`src/rtl/freq_meter.sv`:
```
// -----------------------------------------------------------------------------
// freq_meter
//   Measures the period and the high time of a slow square wave (typically the
//   divided clock of the preceding divider stage), counted in clk cycles.
//   The input is treated as asynchronous data and is resynchronised first.
//   Each completed measurement updates period_out/high_out and raises valid
//   for one cycle; an abandoned measurement raises timeout for one cycle and
//   leaves the previous results untouched.
//
// Ports
//   clk         in   1      system clock, posedge
//   rst         in   1      synchronous active-high reset
//   sig_in      in   1      measured signal, asynchronous to clk
//   start       in   1      one-cycle request to begin one measurement
//   period_out  out  CNT_W  cycles between two consecutive synced rising edges
//   high_out    out  CNT_W  cycles from that rising edge to the next falling edge
//   valid       out  1      one-cycle pulse, results just updated
//   timeout     out  1      one-cycle pulse, measurement aborted
//   busy        out  1      high while a measurement is in progress
// -----------------------------------------------------------------------------
module freq_meter #(
    parameter int CNT_W       = 16,
    parameter int TIMEOUT     = 1000,
    parameter int SYNC_STAGES = 2
) (
    input  logic             clk,
    input  logic             rst,
    input  logic             sig_in,
    input  logic             start,
    output logic [CNT_W-1:0] period_out,
    output logic [CNT_W-1:0] high_out,
    output logic             valid,
    output logic             timeout,
    output logic             busy
);

    // The counter must be able to hold TIMEOUT without wrapping.
    generate
        if (TIMEOUT < 1 || longint'(TIMEOUT) >= (longint'(1) << CNT_W)) begin : g_bad_timeout
            $error("freq_meter: TIMEOUT must be in 1 .. 2**CNT_W-1");
        end
        if (SYNC_STAGES < 2) begin : g_bad_sync
            $error("freq_meter: SYNC_STAGES must be at least 2");
        end
    endgenerate

    localparam logic [1:0] S_IDLE    = 2'd0;
    localparam logic [1:0] S_ARM     = 2'd1;
    localparam logic [1:0] S_MEASURE = 2'd2;
    localparam logic [1:0] S_DONE    = 2'd3;

    localparam logic [CNT_W-1:0] CNT_ONE = CNT_W'(1);
    localparam logic [CNT_W-1:0] CNT_TMO = CNT_W'(TIMEOUT);

    logic [SYNC_STAGES-1:0] r_sync;
    logic                   r_s_prev;
    logic [1:0]             r_state;
    logic [CNT_W-1:0]       r_cnt;
    logic [CNT_W-1:0]       r_high_tmp;
    logic [CNT_W-1:0]       r_period;
    logic [CNT_W-1:0]       r_high;
    logic                   r_valid;
    logic                   r_timeout;

    logic w_s;
    logic w_rise;
    logic w_fall;

    assign w_s    = r_sync[SYNC_STAGES-1];
    assign w_rise = w_s & ~r_s_prev;
    assign w_fall = ~w_s & r_s_prev;

    // Input synchronizer and edge-detect history
    always_ff @(posedge clk) begin
        if (rst) begin
            r_sync   <= '0;
            r_s_prev <= 1'b0;
        end else begin
            r_sync   <= {r_sync[SYNC_STAGES-2:0], sig_in};
            r_s_prev <= w_s;
        end
    end

    // Measurement FSM. The high time is collected in r_high_tmp and only
    // committed together with the period, so an aborted measurement never
    // disturbs the published results.
    always_ff @(posedge clk) begin
        if (rst) begin
            r_state    <= S_IDLE;
            r_cnt      <= '0;
            r_high_tmp <= '0;
            r_period   <= '0;
            r_high     <= '0;
            r_valid    <= 1'b0;
            r_timeout  <= 1'b0;
        end else begin
            r_valid   <= 1'b0;
            r_timeout <= 1'b0;
            case (r_state)
                S_IDLE: begin
                    if (start) begin
                        r_state <= S_ARM;
                        r_cnt   <= '0;
                    end
                end
                S_ARM: begin
                    if (w_rise) begin
                        r_state    <= S_MEASURE;
                        r_cnt      <= CNT_ONE;
                        r_high_tmp <= '0;
                    end else if (r_cnt == CNT_TMO) begin
                        r_state   <= S_IDLE;
                        r_timeout <= 1'b1;
                    end else begin
                        r_cnt <= r_cnt + CNT_ONE;
                    end
                end
                S_MEASURE: begin
                    if (w_rise) begin
                        r_state  <= S_DONE;
                        r_period <= r_cnt;
                        r_high   <= r_high_tmp;
                        r_valid  <= 1'b1;
                    end else if (r_cnt == CNT_TMO) begin
                        // A fall landing on the last allowed cycle cannot be
                        // followed by a rise in time, so abort here and keep
                        // the counter from stepping past TIMEOUT.
                        r_state   <= S_IDLE;
                        r_timeout <= 1'b1;
                    end else begin
                        if (w_fall) begin
                            r_high_tmp <= r_cnt;
                        end
                        r_cnt <= r_cnt + CNT_ONE;
                    end
                end
                S_DONE: begin
                    r_state <= S_IDLE;
                end
                default: begin
                    r_state <= S_IDLE;
                end
            endcase
        end
    end

    assign period_out = r_period;
    assign high_out   = r_high;
    assign valid      = r_valid;
    assign timeout    = r_timeout;
    assign busy       = (r_state != S_IDLE);

endmodule

```
`config.mk`:
```
export PLATFORM = sky130hd
export DESIGN_NAME = freq_meter
export DESIGN_NICKNAME = d
export VERILOG_FILES = /design/src/rtl/freq_meter.sv
export SDC_FILE = /design/constraint.sdc
export NUM_CORES = 1
export LEC_CHECK = 0
export CAP_MARGIN = 10
export CELL_PAD_IN_SITES_DETAIL_PLACEMENT = 1
export CELL_PAD_IN_SITES_GLOBAL_PLACEMENT = 2
export CORE_MARGIN = 4
export CORE_UTILIZATION = 40
export DETAILED_ROUTE_END_ITERATION = 10
export DONT_BUFFER_PORTS = 1
export PLACE_DENSITY = 0.92
export REMOVE_ABC_BUFFERS = 1
export SKIP_LAST_GASP = 1
export SYNTH_ARGS = -nofsm -noshare
export SYNTH_HDL_FRONTEND = slang
export SYNTH_SLANG_ARGS = --single-unit
```
`constraint.sdc`:
```
create_clock -name clk -period 4.3 [get_ports clk]
set_input_delay 0.43 -clock clk [delete_from_list [all_inputs] [get_ports clk]]
set_output_delay 0.43 -clock clk [all_outputs]
set_load 0.01 [all_outputs]
```
==> flow_metrics.env, run 1 <==
export IMPL_num_vias=2564
export IMPL_gr_total_overflow=0
export IMPL_syn_to_final_growth_pct=7.66
export IMPL_core_region_area_um2=7410
export IMPL_routed_via_density=5.53
export IMPL_dpl_cell_area_um2=3120
export IMPL_clk_pin_slew_worst_paths_ps=80
export IMPL_critPathRequiredTime_ps=4550
export IMPL_crit_family="simple AND/OR/NAND/NOR gates"
export IMPL_cp_arrival_ps=3210
export IMPL_postCtsSetupBuffers=0
export IMPL_cts_resized=0
export IMPL_dpl_hpwl_mm=5.11
export IMPL_status="completed"
export IMPL_start_util=0.419
export IMPL_die_area_um2=9230
export IMPL_insertion_delay_ps=350
export IMPL_h_tree_depth=3
export IMPL_cts_root_buf="clkbuf_8"
export IMPL_relSlewSlack=0.406
export IMPL_tritoncts="yes"
export IMPL_numCtsBuffers=9
export IMPL_rsz0062_at_grt="no"
export IMPL_ant_nets=0
export IMPL_nets=371
export IMPL_finalCritPeriodShare=0.687
export IMPL_grt_pass1_wl_mm=12.8
export IMPL_synthCells=374
export IMPL_ir_drop_v=0.000153
export IMPL_synth_top_family_by_area="simple AND/OR/NAND/NOR gates"
export IMPL_numPlacedInstances=448
export IMPL_gp_congestion=0.833
export IMPL_drc_errors=0
export IMPL_startpoint_type="flip-flop"
export IMPL_num_antenna_cells=0
export IMPL_finish_instance_area_um2=3340
export IMPL_synth_distinct_cells=42
export IMPL_worst_setup_path_end_kind="flip-flop"
export IMPL_io_pins=39
export IMPL_fmax_mhz=338
export IMPL_clock_sinks=71
export IMPL_timing_setup_tns_ps=0
export IMPL_numPortBuffers=0
export IMPL_path_buf_inv=1
export IMPL_synth_xor_area_share=0.00847
export IMPL_grt_pass1_vias=2588
export IMPL_hold_buffers=0
export IMPL_synth_compound_area_frac=0.124
export IMPL_synth_seq_cells=71
export IMPL_routedWlPerCell_um=16.6
export IMPL_critical_path_class="flip-flop to flip-flop"
export IMPL_drv_cap=0
export IMPL_drtIter0Drc=145
export IMPL_worst_pin_slew_ps=889
export IMPL_leakage_nw=1.15
export IMPL_synthFlopType="dfxtp_1"
export IMPL_path_cells="inv_1 > ha_1 > nand3b_2 > nand4_1 > or4_1 > a21oi_1"
export IMPL_crit_path_max_fanout=36
export IMPL_ys_seq_area_frac=0.458
export IMPL_finalClockSkew_ps=7.12
export IMPL_yosys_area_share_simple=0.284
export IMPL_synthMuxAreaShare=0.0516
export IMPL_grt_max_degree=60
export IMPL_r2r_slack_ps=1350
export IMPL_slew_violations=0
export IMPL_synth_adder_area_share=0.0282
export IMPL_yosysWarnings=0
export IMPL_slowest_stage="or4_1"
export IMPL_antenna_found_initial=0
export IMPL_syn_area_um2=3100
export IMPL_die_w_um=96.1
export IMPL_die_y_um=96.1
export IMPL_power_per_cell_area_nw_per_um2=392
export IMPL_fin_cells=464
export IMPL_synth_edff_count=0
export IMPL_rows=31
export IMPL_track_usage=0.178
export IMPL_total_power_w=0.00131
export IMPL_hold_viol=0
export IMPL_layout_min_cycle_time_ps=2950
export IMPL_cts_buffer_depth=2
export IMPL_avgSynthCellArea_um2=8.29
export IMPL_ys_async_sr_fraction=0
export IMPL_first_pass_iters=4
export IMPL_setup_viol=0
export IMPL_layout_drive_gt1_share=0.0575
export IMPL_drt_wl_total_mm=7.69
export IMPL_hold_path_class="input pin to flip-flop"
export IMPL_cpPeakStageDelay_ps=660
==> cell usage in the layout, fill, tap and decap left out, types with 4 or more instances in the layout <==
cell,n
clkbuf_8,10
dfxtp_1,71
and3_1,4
nand2_1,90
o21ai_0,8
nand4_1,8
nand3_1,7
nor4_1,7
nor2_1,7
a21oi_1,45
mux2i_1,16
ha_1,7
o31ai_1,5
nor2b_1,5
inv_1,7
nor3_1,5
or4_1,6
nand2b_1,21
==> state kept, by name, summed over array words and instances (netlist names) <==
register and cells:
high_out 16, r_s_prev 1, r_sync 2, timeout 1, r_cnt 16, r_state 2, valid 1, r_high_tmp 16
period_out 16
==> path summary, 6_finish.rpt <==
check | to | cells after the start | start
max | r_cnt[11] | 6 | r_state[0]
min | period_out[12] | 1 | rst
max reg2reg | r_cnt[11] | 6 | r_state[0]
min reg2reg | r_sync[1] | 1 | r_sync[0]
==> cells by family (layout without fill, tap and decap cells) <==
family,after synthesis,after routing
buffers and inverters,33,24
multiplexers,16,16
flip-flops,71,71
adder cells (fa/ha/maj),7,7
AO/OA/AOI/OAI,69,69
XOR/XNOR,3,3
AND/OR/NAND/NOR,175,175
==> cell usage after synthesis (4+ instances only) <==
library cell / number / share of area
nand2_1: 90 / 0.11
dfxtp_1: 71 / 0.46
a21oi_1: 45 / 0.073
nand2b_1: 21 / 0.042
clkbuf_1: 16 / 0.019
mux2i_1: 16 / 0.052
nand4_1: 8 / 0.016
o21ai_0: 8 / 0.013
ha_1: 7 / 0.028
inv_1: 7 / 0.0085
nand3_1: 7 / 0.011
nor2_1: 7 / 0.0085
nor4_1: 7 / 0.014
or4_1: 6 / 0.015
nor2b_1: 5 / 0.010
nor3_1: 5 / 0.0081
o31ai_1: 5 / 0.012
and3_1: 4 / 0.0081
==> stage by stage <==
stage / hold WS, ps / utilization / setup slack (ps)
2_1_floorplan: 414 / - / 2050
3_3_place_gp: 423 / 0.421 / 1610
3_5_place_dp: 432 / 0.421 / 1420
4_1_cts: 127 / 0.451 / 1300
5_1_grt: 122 / 0.451 / 1130
6_report: 146 / 0.451 / 1350
==> cell type report <==
cell class / count / area, um2
Fill cell: 894 / 4070
Multi-Input combinational cell: 270 / 1540
Sequential cell: 71 / 1420
Clock buffer: 10 / 138
Tap cell: 99 / 124
Clock inverter: 6 / 83.8
Inverter: 7 / 26.3
Timing Repair Buffer: 1 / 7.51
==> where the power goes <==
| part | switching [W] | internal, W | total (W) |
|---|---|---|---|
| clock network | 0.000256 | 0.000340 | 0.000597 |
| logic | 0.0000314 | 0.0000161 | 0.0000474 |
| registers | 0.00000381 | 0.000660 | 0.000664 |
| total | 0.000291 | 0.00102 | 0.00131 |
==> metal layers <==
layer / routed length [um] / global-route usage
met5: 0 / 0
met4: 114 / 0.0723
met3: 336 / 0.0547
met2: 3670 / 0.287
met1: 3570 / 0.221
Note: power is estimated with default switching activity, not from simulation.
==> run 2, diff against run 1 <==
CORE_UTILIZATION = 37   (was 40)
PLACE_DENSITY = 0.86   (was 0.92)
clock period = 2.9 ns   (was 4.3 ns; I/O delays follow)
==> flow_metrics.env, run 2 (synthesis results as in run 1) <==
export IMPL_numCtsBuffers=9
export IMPL_ir_drop_v=0.000208
export IMPL_drt_wl_total_mm=7.66
export IMPL_rows=33
export IMPL_relSlewSlack=0.558
export IMPL_first_pass_iters=4
export IMPL_die_y_um=99.6
export IMPL_num_vias=2541
export IMPL_seq_area_um2=1420
export IMPL_hold_viol=0
export IMPL_drv_cap=0
export IMPL_h_tree_depth=3
export IMPL_mostFrequentLayoutCells="90 x nand2_1, 71 x dfxtp_1, 45 x a21oi_1"
export IMPL_startpoint_type="flip-flop"
export IMPL_grt_pass1_vias=2555
export IMPL_layout_drive_gt1_share=0.0678
export IMPL_nets=375
export IMPL_fmax_mhz=427
export IMPL_r2r_cells=6
export IMPL_io_pins=39
export IMPL_cts_root_buf="clkbuf_8"
export IMPL_antenna_found_initial=0
export IMPL_routed_via_density=5.36
export IMPL_numPortBuffers=0
export IMPL_track_usage=0.165
export IMPL_worst_pin_slew_ps=662
export IMPL_cp_arrival_ps=2620
export IMPL_multi_input_area_um2=1540
export IMPL_hold_depth=1
export IMPL_insertion_delay_ps=350
export IMPL_crit_path_max_fanout=39
export IMPL_worst_setup_path_end_kind="flip-flop"
export IMPL_die_area_um2=9910
export IMPL_slew_violations=0
export IMPL_gr_total_overflow=0
export IMPL_start_util=0.379
export IMPL_drtIter0Drc=94
export IMPL_grt_pass1_wl_mm=13.0
export IMPL_final_common_cell="nand2_1"
export IMPL_setup_viol=0
export IMPL_syn_to_final_growth_pct=8.51
export IMPL_gp_congestion=0.838
export IMPL_dpl_cell_area_um2=3150
export IMPL_hp_start="sig_in"
export IMPL_status="completed"
export IMPL_numPlacedInstances=457
export IMPL_dpl_hpwl_mm=5.12
export IMPL_clock_sinks=71
export IMPL_timing_setup_tns_ps=0
export IMPL_layout_min_cycle_time_ps=2340
export IMPL_finalCritPeriodShare=0.808
export IMPL_leakage_nw=1.16
export IMPL_critical_path_class="flip-flop to flip-flop"
export IMPL_fillCellCount=983
export IMPL_rsz0062_at_grt="no"
export IMPL_power_per_cell_area_nw_per_um2=552
export IMPL_cp_startpoint="r_state[0]"
export IMPL_postCtsSetupBuffers=0
export IMPL_cts_buffer_depth=2
export IMPL_fin_cells=474
export IMPL_r2r_start="r_state[0]"
export IMPL_finish_instance_area_um2=3370
export IMPL_core_region_area_um2=8180
export IMPL_tritoncts="yes"
export IMPL_drc_errors=0
export IMPL_routedWlPerCell_um=16.2
export IMPL_finalClockSkew_ps=8.58
export IMPL_grt_max_degree=40
export IMPL_hold_path_class="input pin to flip-flop"
export IMPL_die_w_um=99.6
export IMPL_clk_pin_slew_worst_paths_ps=80
export IMPL_ant_nets=0
export IMPL_num_antenna_cells=0
export IMPL_critPathRequiredTime_ps=3180
==> run 2: changes by cell type in the layout (fill, tap and decap cells not counted), sizes merged <==
| cell | delta |
|---|---|
| buf | +4 |
| bufinv | -1 |
| clkbuf | -1 |
| clkinv | +1 |
| clkinvlp | +1 |
==> run 2: what timing repair did <==
| item | in CTS | in global routing |
|---|---|---|
| endpoints found under the hold margin | 38 | 0 |
| hold buffers | 1 | 0 |
| gates resized for setup | 0 | 0 |
==> run 2: final cells by class <==
class,count,area share
inverters,7,0.00781
clock inverters,7,0.0219
repair buffers,5,0.0149
clock buffers,9,0.0368
flip-flops and latches,71,0.422
well taps,105,0.0390
multi-input cells,270,0.457
==> run 2: critical path: stages (launching register included) <==
cell,delay (ps)
dfxtp_1,380
inv_1,110
ha_1,300
and3b_4,370
or3_4,450
or4_1,470
a21oi_1,170
==> run 2: worst paths after layout <==
check,endpoint,slack [ps]
setup reg to reg,r_cnt[10],560
setup / recovery,r_cnt[10],560
hold / removal,r_sync[0],70
hold reg to reg,r_sync[1],440
==> run 2: stage by stage <==
stage	setup slack (ps)	power [W]	utilization	hold WS, ps
6_report	556	0.00186	0.412	65.8
5_1_grt	361	0.00195	0.412	78.0
4_1_cts	572	0.00189	0.412	51.8
3_5_place_dp	632	0.00108	0.385	367
3_3_place_gp	693	0.00108	0.385	368
2_1_floorplan	648	0.00106	-	359
==> run 2: power by group <==
part	switching [W]	leakage (nW)	internal (W)
sequential	0.00000493	0.572	0.000978
clock	0.000390	0.0992	0.000398
combinational	0.0000568	0.484	0.0000285
total	0.000452	1.16	0.00140
==> run 2: per-layer routing <==
metal	track usage	vias to the layer above	routed length (um)
met5	0	-	0
li1	-	1267	-
met4	0.0704	0	105
met2	0.258	51	3530
met1	0.215	1211	3580
met3	0.0456	12	441
==> run 3, diff against run 2 <==
clock period = 2.21 ns   (was 2.9 ns; I/O delays follow)
==> flow_metrics.env, run 3 (synthesis results as in run 1) <==
export IMPL_cts_root_buf="clkbuf_8"
export IMPL_ir_drop_v=0.000297
export IMPL_relSlewSlack=0.665
export IMPL_r2r_end="r_cnt[10]"
export IMPL_tritoncts="yes"
export IMPL_nets=390
export IMPL_finish_instance_area_um2=3550
export IMPL_cp_arrival_ps=2330
export IMPL_num_vias=2601
export IMPL_clock_sinks=71
export IMPL_drv_cap=0
export IMPL_r2r_slack_ps=160
export IMPL_grtUsageMet1=0.225
export IMPL_io_pins=39
export IMPL_mostFrequentLayoutCells="90 x nand2_1, 71 x dfxtp_1, 45 x a21oi_1"
export IMPL_critPathRequiredTime_ps=2490
export IMPL_start_util=0.379
export IMPL_layout_min_cycle_time_ps=2050
export IMPL_drtIter0Drc=114
export IMPL_drc_errors=0
export IMPL_die_w_um=99.6
export IMPL_hold_depth=2
export IMPL_status="completed"
export IMPL_grt_pass1_vias=2670
export IMPL_final_util=0.434
export IMPL_r2r_cells=6
export IMPL_setup_ws_ps=161
export IMPL_grt_max_degree=39
export IMPL_grt_pass1_wl_mm=13.5
export IMPL_slew_violations=0
export IMPL_finalClockSkew_ps=11.2
export IMPL_routed_via_density=5.32
export IMPL_track_usage=0.170
export IMPL_r2r_start="r_state[0]"
export IMPL_dpl_hpwl_mm=5.45
export IMPL_min_to="r_high_tmp[2]"
export IMPL_first_pass_iters=4
export IMPL_critical_path_class="flip-flop to flip-flop"
export IMPL_num_antenna_cells=0
export IMPL_final_common_cell="nand2_1"
export IMPL_dpl_cell_area_um2=3250
export IMPL_antenna_found_initial=0
export IMPL_rsz0062_at_grt="no"
export IMPL_core_region_area_um2=8180
export IMPL_insertion_delay_ps=350
export IMPL_drt_wl_total_mm=8.19
export IMPL_grt_met2_usage=0.268
export IMPL_syn_to_final_growth_pct=14.5
export IMPL_worst_pin_slew_ps=498
export IMPL_cts_buffer_depth=2
export IMPL_crit_path_max_fanout=7
export IMPL_clk_pin_slew_worst_paths_ps=80
export IMPL_hold_viol=0
export IMPL_fmax_mhz=488
export IMPL_worst_setup_path_end_kind="flip-flop"
export IMPL_finalCritPeriodShare=0.927
export IMPL_numCtsBuffers=9
export IMPL_die_area_um2=9910
export IMPL_die_y_um=99.6
export IMPL_grt_busiest_layer="met2"
export IMPL_hold_path_class="input pin to flip-flop"
export IMPL_total_power_w=0.00269
export IMPL_h_tree_depth=3
export IMPL_numPortBuffers=0
export IMPL_startpoint_type="flip-flop"
export IMPL_rows=33
export IMPL_gp_congestion=0.847
export IMPL_gr_total_overflow=0
export IMPL_setup_viol=0
export IMPL_hp_start="rst"
export IMPL_place_ws_ps=69.6
export IMPL_fin_hold_ws_ps=53.3
export IMPL_power_per_cell_area_nw_per_um2=757
export IMPL_ant_nets=0
export IMPL_routedWlPerCell_um=16.7
export IMPL_grtUsageMet3=0.0421
export IMPL_leakage_nw=1.26
export IMPL_layout_drive_gt1_share=0.109
-- run 3: changes by cell type in the layout (fill, tap and decap cells not counted), sizes merged --
cell and delta:
buf +14, dlygate4sd3 +1, inv +1, bufinv +2, clkinv -3
-- run 3: power breakdown --
part / leakage (nW) / switching, W / internal (W)
Combinational: 0.564 / 0.0000774 / 0.0000436
Clock: 0.120 / 0.000523 / 0.000754
Sequential: 0.572 / 0.00000703 / 0.00128
-- run 3: per-layer routing --
layer  part of all wire  up-vias
met5                  0        -
met4              0.015        0
met3              0.051       12
met2               0.46       51
met1               0.48     1244
li1                   -     1294
-- run 3: stage by stage --
step,std cells,TNS [ps]
floorplan,348,-169
global placement,469,0
detailed placement,469,0
CTS,487,0
global route,489,0
finish,489,0
-- run 3: worst max-delay path, stage by stage (launching register included) --
cell,delay (ps)
dfxtp_1,400
inv_1,120
ha_2,250
and3b_4,210
or3_4,400
or4_1,470
a21oi_1,140
-- run 3: repair_timing --
action	4_1_cts	5_1_grt
hold endpoints to repair	38	0
gates resized for setup	0	3
hold buffers	2	0
buffers inserted	0	2
setup endpoints to repair	0	11
-- run 3: worst max path at each step --
stage	startpoint	end	slack, ps	cells after the start
floorplan	r_state[0]	r_cnt[9]	-40	6
global placement	r_state[0]	r_cnt[15]	190	6
detailed placement	r_state[0]	r_cnt[11]	70	6
CTS	r_state[0]	r_cnt[13]	8	6
global route	r_cnt[0]	r_high_tmp[9]	30	7
finish	r_state[0]	r_cnt[10]	160	6
-- run 3: area by class of cell --
class / count / area (um2)
fillers: 976 / 4620
multi-input cells: 270 / 1550
flip-flops and latches: 71 / 1420
repair buffers: 20 / 178
well taps: 105 / 131
clock buffers: 9 / 124
clock inverters: 7 / 120
inverters: 7 / 26.3
